**src/rtl/core_mem_stage_p.sv**
```systemverilog
// Memory pipeline stage: ALU results pass to WB, loads/stores go to L1D by valid/ack request and valid response.
// Latency: 1 cycle for non-memory ops; memory ops take request-ack time plus response time, then 1 cycle to WB.
// Backpressure: mem_stall holds upstream from accept until completion; mem_enb=0 in IDLE holds WB. Optional MEM_MISALIGN_EXC_EN.
module core_mem_stage_p #(
    parameter int          XLEN     = 32,
    parameter int          RA_W     = 5,
    parameter logic [31:0] NC_BASE  = 32'hF000_0000,
    parameter logic [31:0] NC_LIMIT = 32'hFFFF_FFFF
) (
    input  logic            clk,
    input  logic            rst_n,
    input  logic            mem_enb,
    input  logic            mem_kill,
    input  logic            ex_val,
    input  logic            ex_ld,
    input  logic            ex_st,
    input  logic [1:0]      ex_size,
    input  logic            ex_sext,
    input  logic [XLEN-1:0] ex_addr,
    input  logic [XLEN-1:0] ex_wdata,
    input  logic            ex_we,
    input  logic [RA_W-1:0] ex_rd,
    output logic            l1d_req_val,
    input  logic            l1d_req_ack,
    output logic [2:0]      l1d_req_cop,
    output logic [2:0]      l1d_req_size,
    output logic [XLEN-1:0] l1d_req_addr,
    output logic [3:0]      l1d_req_be,
    output logic [XLEN-1:0] l1d_req_wdata,
    input  logic            l1d_resp_val,
    input  logic [XLEN-1:0] l1d_resp_data,
    output logic            mem_stall,
    output logic            wb_val,
    output logic            wb_we,
    output logic [RA_W-1:0] wb_rd,
    output logic [XLEN-1:0] wb_data,
    output logic            mem_exc
);

    typedef enum logic [1:0] {IDLE, REQ, RESP} state_t;

    state_t            state_q, state_d;
    logic [XLEN-1:0]   addr_q, addr_d, wdata_q, wdata_d;
    logic [1:0]        size_q, size_d;
    logic              sext_q, sext_d, we_q, we_d, st_q, st_d, drop_q, drop_d;
    logic [RA_W-1:0]   rd_q, rd_d;
    logic              wb_val_q, wb_val_d, wb_we_q, wb_we_d, exc_q, exc_d;
    logic [RA_W-1:0]   wb_rd_q, wb_rd_d;
    logic [XLEN-1:0]   wb_data_q, wb_data_d;

    logic              accept, is_mem, exc_take, mem_acc, in_req, nc_hit;
    logic [7:0]        lane_b;
    logic [15:0]       lane_h;
    logic [XLEN-1:0]   ld_data;
    logic [3:0]        be;

    always_comb begin
        accept = (state_q == IDLE) && mem_enb && ex_val && !mem_kill;
        is_mem = ex_ld || ex_st;
`ifdef MEM_MISALIGN_EXC_EN
        exc_take = accept && is_mem &&
                   (((ex_size == 2'd1) && ex_addr[0]) || ((ex_size == 2'd2) && (ex_addr[1:0] != 2'b00)));
`else
        exc_take = 1'b0;
`endif
        mem_acc = accept && is_mem && !exc_take;
    end

    // Load lane extraction; misaligned halves/words naturally fall back to the aligned-down lane.
    always_comb begin
        lane_b = 8'h00;
        case (addr_q[1:0])
            2'd0: lane_b = l1d_resp_data[7:0];
            2'd1: lane_b = l1d_resp_data[15:8];
            2'd2: lane_b = l1d_resp_data[23:16];
            default: lane_b = l1d_resp_data[31:24];
        endcase
        lane_h = addr_q[1] ? l1d_resp_data[31:16] : l1d_resp_data[15:0];
        case (size_q)
            2'd0:    ld_data = {{24{sext_q & lane_b[7]}}, lane_b};
            2'd1:    ld_data = {{16{sext_q & lane_h[15]}}, lane_h};
            default: ld_data = l1d_resp_data;
        endcase
    end

    always_comb begin
        case (size_q)
            2'd0:    be = 4'b0001 << addr_q[1:0];
            2'd1:    be = 4'b0011 << {addr_q[1], 1'b0};
            default: be = 4'b1111;
        endcase
        in_req        = (state_q == REQ);
        nc_hit        = (addr_q >= NC_BASE) && (addr_q <= NC_LIMIT);
        l1d_req_val   = in_req;
        l1d_req_cop   = in_req ? {1'b0, nc_hit, st_q} : 3'b000;
        l1d_req_size  = in_req ? {1'b0, size_q} : 3'b000;
        l1d_req_addr  = in_req ? {addr_q[XLEN-1:2], 2'b00} : '0;
        l1d_req_be    = in_req ? be : 4'b0000;
        l1d_req_wdata = '0;
        if (in_req) begin
            case (size_q)
                2'd0:    l1d_req_wdata = {4{wdata_q[7:0]}};
                2'd1:    l1d_req_wdata = {2{wdata_q[15:0]}};
                default: l1d_req_wdata = wdata_q;
            endcase
        end
        mem_stall = (state_q != IDLE) || mem_acc;
    end

    always_comb begin
        state_d   = state_q;
        addr_d    = addr_q;
        wdata_d   = wdata_q;
        size_d    = size_q;
        sext_d    = sext_q;
        we_d      = we_q;
        st_d      = st_q;
        rd_d      = rd_q;
        drop_d    = drop_q;
        wb_val_d  = 1'b0;
        wb_we_d   = 1'b0;
        wb_rd_d   = wb_rd_q;
        wb_data_d = wb_data_q;
        exc_d     = 1'b0;
        case (state_q)
            IDLE: begin
                if (!mem_enb && !mem_kill) begin
                    wb_val_d = wb_val_q;
                    wb_we_d  = wb_we_q;
                end else if (exc_take) begin
                    wb_val_d = 1'b1;
                    exc_d    = 1'b1;
                end else if (mem_acc) begin
                    addr_d  = ex_addr;
                    wdata_d = ex_wdata;
                    size_d  = ex_size;
                    sext_d  = ex_sext;
                    we_d    = ex_we;
                    st_d    = ex_st;
                    rd_d    = ex_rd;
                    drop_d  = 1'b0;
                    state_d = REQ;
                end else if (accept) begin
                    wb_val_d  = 1'b1;
                    wb_we_d   = ex_we;
                    wb_rd_d   = ex_rd;
                    wb_data_d = ex_addr;
                end
            end
            REQ: begin
                // An ack wins over a same-cycle kill: the access is already committed at L1D.
                if (l1d_req_ack) begin
                    if (st_q) begin
                        state_d  = IDLE;
                        wb_val_d = !mem_kill;
                        wb_rd_d  = rd_q;
                    end else begin
                        state_d = RESP;
                        drop_d  = mem_kill;
                    end
                end else if (mem_kill) begin
                    state_d = IDLE;
                end
            end
            RESP: begin
                if (l1d_resp_val) begin
                    state_d = IDLE;
                    drop_d  = 1'b0;
                    if (!drop_q && !mem_kill) begin
                        wb_val_d  = 1'b1;
                        wb_we_d   = we_q;
                        wb_rd_d   = rd_q;
                        wb_data_d = ld_data;
                    end
                end else if (mem_kill) begin
                    drop_d = 1'b1;
                end
            end
            default: state_d = IDLE;
        endcase
    end

    always_ff @(posedge clk or negedge rst_n) begin
        if (!rst_n) begin
            state_q   <= IDLE;
            addr_q    <= '0;
            wdata_q   <= '0;
            size_q    <= 2'd0;
            sext_q    <= 1'b0;
            we_q      <= 1'b0;
            st_q      <= 1'b0;
            rd_q      <= '0;
            drop_q    <= 1'b0;
            wb_val_q  <= 1'b0;
            wb_we_q   <= 1'b0;
            wb_rd_q   <= '0;
            wb_data_q <= '0;
            exc_q     <= 1'b0;
        end else begin
            state_q   <= state_d;
            addr_q    <= addr_d;
            wdata_q   <= wdata_d;
            size_q    <= size_d;
            sext_q    <= sext_d;
            we_q      <= we_d;
            st_q      <= st_d;
            rd_q      <= rd_d;
            drop_q    <= drop_d;
            wb_val_q  <= wb_val_d;
            wb_we_q   <= wb_we_d;
            wb_rd_q   <= wb_rd_d;
            wb_data_q <= wb_data_d;
            exc_q     <= exc_d;
        end
    end

    assign wb_val  = wb_val_q;
    assign wb_we   = wb_we_q;
    assign wb_rd   = wb_rd_q;
    assign wb_data = wb_data_q;
`ifdef MEM_MISALIGN_EXC_EN
    assign mem_exc = exc_q;
`else
    assign mem_exc = 1'b0;
`endif

endmodule

```
**config.mk**
```make
export PLATFORM = sky130hd
export DESIGN_NAME = core_mem_stage_p
export DESIGN_NICKNAME = d
export VERILOG_FILES = /design/src/rtl/core_mem_stage_p.sv
export SDC_FILE = /design/constraint.sdc
export NUM_CORES = 1
export LEC_CHECK = 0
export BUFFER_PORTS_ARGS = -buffer_cell sky130_fd_sc_hd__buf_4
export CAP_MARGIN = 20
export CORE_MARGIN = 8
export CORE_UTILIZATION = 42
export CTS_CLUSTER_SIZE = 20
export DETAILED_ROUTE_END_ITERATION = 8
export PLACE_DENSITY_LB_ADDON = 0.05
export SETUP_SLACK_MARGIN = 0.4
export SLEW_MARGIN = 20
export SYNTH_ARGS = -nofsm -noshare
export SYNTH_HDL_FRONTEND = slang
export SYNTH_SLANG_ARGS = --single-unit
export TNS_END_PERCENT = 1
```
**constraint.sdc**
```tcl
create_clock -name clk -period 4.13 [get_ports clk]
set_input_delay 0.826 -clock clk [delete_from_list [all_inputs] [get_ports clk]]
set_output_delay 0.826 -clock clk [all_outputs]
set_load 0.02 [all_outputs]
```
==> flow_summary.ini <==
[status]
status = finished clean

[sta]
max_freq_ghz = 0.299
timing.hold.ws_ns = 0.489
setup_tns_ns = 0
finalSetupViolations = 0
period_minus_slack_ns = 3.35
tightest_slew_ns = 1.03
rsz0062_at_grt = no
fin_crit_sh = 0.811
finalClockSkew_ns = 0.00789
hold_viol_final = 0
slew_violations = 0
max-slew-margin-rel = 0.310

[die]
fp.dieArea_um2 = 19600
die_y_um = 140
io_pins = 230
start_util = 0.427
die_width_um = 140
core_area_um2 = 15100
row_count = 45

[synthesis]
synthTopCellsByArea = dfrtp_1 45%, mux2_2 14%, mux2i_1 4.7%
yosys.cell_types.count = 51
synth_common_cells = 116 x dfrtp_1, 80 x mux2_2, 50 x nand2_1, 50 x nor2_1, 41 x and2_1
synth_top_area_share = 0.451
yosys_warnings = 0
synth-edff-count = 0
syn_avg_cell_area_um2 = 10.6
seq_area_frac_synth = 0.451
synth_flop_cell = dfrtp_1
synth_most_common_cell = dfrtp_1
synth-async-reset-ratio = 1.00
synth_area_leader_cell = dfrtp_1
syn_area_um2 = 6440
netlist_instances = 605
ys_seq_elements = 116

[hold_path]
min_delay_path_depth = 1
min_to = wb_data[6]$_DFFE_PN0P_
min_path_type = reg2reg
min_from = wb_data[6]$_DFFE_PN0P_

[global_route]
grt_max_degree = 64
grt_pass1_vias = 5904
track_usage = 0.213
overflow = 0
antenna_found_initial = 0
grt_pass1_wl_um = 32700

[worst_setup_path]
timing.rr.end = wb_data[22]$_DFFE_PN0P_
crit_fanout = 19
crit_slowest_cell = dfrtp_1
endpoint_kind = primary output
cp_cell_sequence = inv_1, nand2_1, nand2_1, a21oi_1, buf_4
r2r_cells = 8
path_buf_inv = 2
start_kind = flop
cpMostUsedCell = nand2_1
cpPeakStageDelay_ns = 0.85
worstPathRequired_ns = 3.30
critPathKind = reg2out
reg2reg_from = state_q[0]$_DFFE_PN0P_
arrival_ns = 2.52
crit_family = flip-flops
rrSetupSlack_ns = 1.14

[drt]
dr.pass1.iters = 4
wl_um = 20800
via_count = 5509
wl_per_cell_um = 20.7
drtIter0Drc = 268
viasPerCell = 5.47
drtAntennaViolNets = 0
drc = 0

[cts]
cts.clk_slew.worst_paths_ns = 0.05
clk_latency_ns = 0.41
cts_num_sinks = 116
ctsResizeCount = 0
cts_buffers = 17
clock_tree.root_cell = clkbuf_16
cts_tree = yes
htreeDepth = 4
cts_buffer_depth = 2
post_cts_buffers = 0
holdBufCountCts = 0

[power_and_ir_drop]
p_leak_nw = 4.05
power.density_cell_area_nw_per_um2 = 881
worst_ir_drop_vdd_mv = 0.438

[placed_design]
portBuffers = 224
gp_congestion = 0.883
dp_hpwl_um = 15700
placed_area_um2 = 8180

[final_layout]
fin_nets = 926
antenna_cells = 0
syn2layout_area_growth_pct = 35.7
drive_gt1_frac = 0.445
design_area_um2 = 8740

[flow_run]
maxCapViolations = 0
-- report_power, final --
part           internal, mW  leakage [nW]  total, mW  switching [mW]
Combinational          1.86          2.39       4.11            2.25
Sequential             1.71          1.39       2.19           0.480
Clock                 0.885         0.275       1.40           0.512
Total                  4.46          4.05       7.70            3.24
-- worst max path at each step --
stage	startpoint	to	slack, ns	depth (start not counted)
global placement	mem_kill	wb_data[20]$_DFFE_PN0P_	1.15	7
global route	size_q[0]$_DFFE_PN0P_	l1d_req_wdata[12]	0.52	5
floorplan	state_q[1]$_DFFE_PN0P_	l1d_req_wdata[23]	1.52	7
CTS	size_q[0]$_DFFE_PN0P_	l1d_req_wdata[13]	0.76	5
finish	size_q[0]$_DFFE_PN0P_	l1d_req_wdata[13]	0.78	5
detailed placement	mem_kill	wb_data[21]$_DFFE_PN0P_	0.97	7
-- stage by stage --
step | utilization | instances | power [mW] | setup slack (ns)
floorplan | - | 609 | 4.83 | 1.52
global placement | 0.542 | 976 | 6.24 | 1.15
detailed placement | 0.542 | 976 | 6.35 | 0.974
CTS | 0.579 | 1008 | 7.76 | 0.763
global route | 0.579 | 1008 | 8.19 | 0.524
finish | 0.579 | 1008 | 7.70 | 0.782
-- layout make-up --
class	instances	area, um^2
fillers	1327	6350
multi-input cells	425	3220
flip-flops and latches	116	2900
repair buffers	233	1760
clock buffers	23	488
well taps	188	235
clock inverters	9	77.6
inverters	14	52.6
-- placed cells by master (no fill, tap or decap), drive strengths merged, types with 7 or more instances in the layout --
| cell type | instances |
|---|---|
| o32ai | 7 |
| a41oi | 16 |
| inv | 14 |
| clkbuf | 23 |
| mux2 | 91 |
| a21oi | 35 |
| mux2i | 30 |
| o221ai | 8 |
| o211ai | 9 |
| and2 | 41 |
| o2bb2ai | 7 |
| a31oi | 14 |
| o21ai | 11 |
| nor2 | 50 |
| buf | 233 |
| dfrtp | 116 |
| nand2 | 50 |
| a211oi | 9 |
-- flip-flops by register name, indices dropped and copies added, names as in the netlist --
signal	count
rd_q	5
size_q	2
st_q	1
drop_q	1
we_q	1
wb_rd	5
wb_we	1
sext_q	1
addr_q	32
state_q	2
wdata_q	32
wb_data	32
wb_val	1
-- logic make-up (layout without fill, tap and decap cells) --
kind of cell,Yosys count,after routing,share of synthesized area
multiplexers,122,122,0.216
flip-flops,116,116,0.451
AO/OA/AOI/OAI,132,132,0.147
adder cells (fa/ha/maj),5,5,0.00971
buffers and inverters,68,279,0.0532
AND/OR/NAND/NOR,161,161,0.123
other,1,5,0.000582
-- per-layer routing --
metal  vias to the layer above  wire length, um  GRT usage
li1                       2579                -          -
met1                      2709             8630      0.250
met2                       202            10200      0.356
met3                        19             1690     0.0773
met4                         0              274     0.0646
met5                         -                0          0
(Power assumes the default switching activity.)
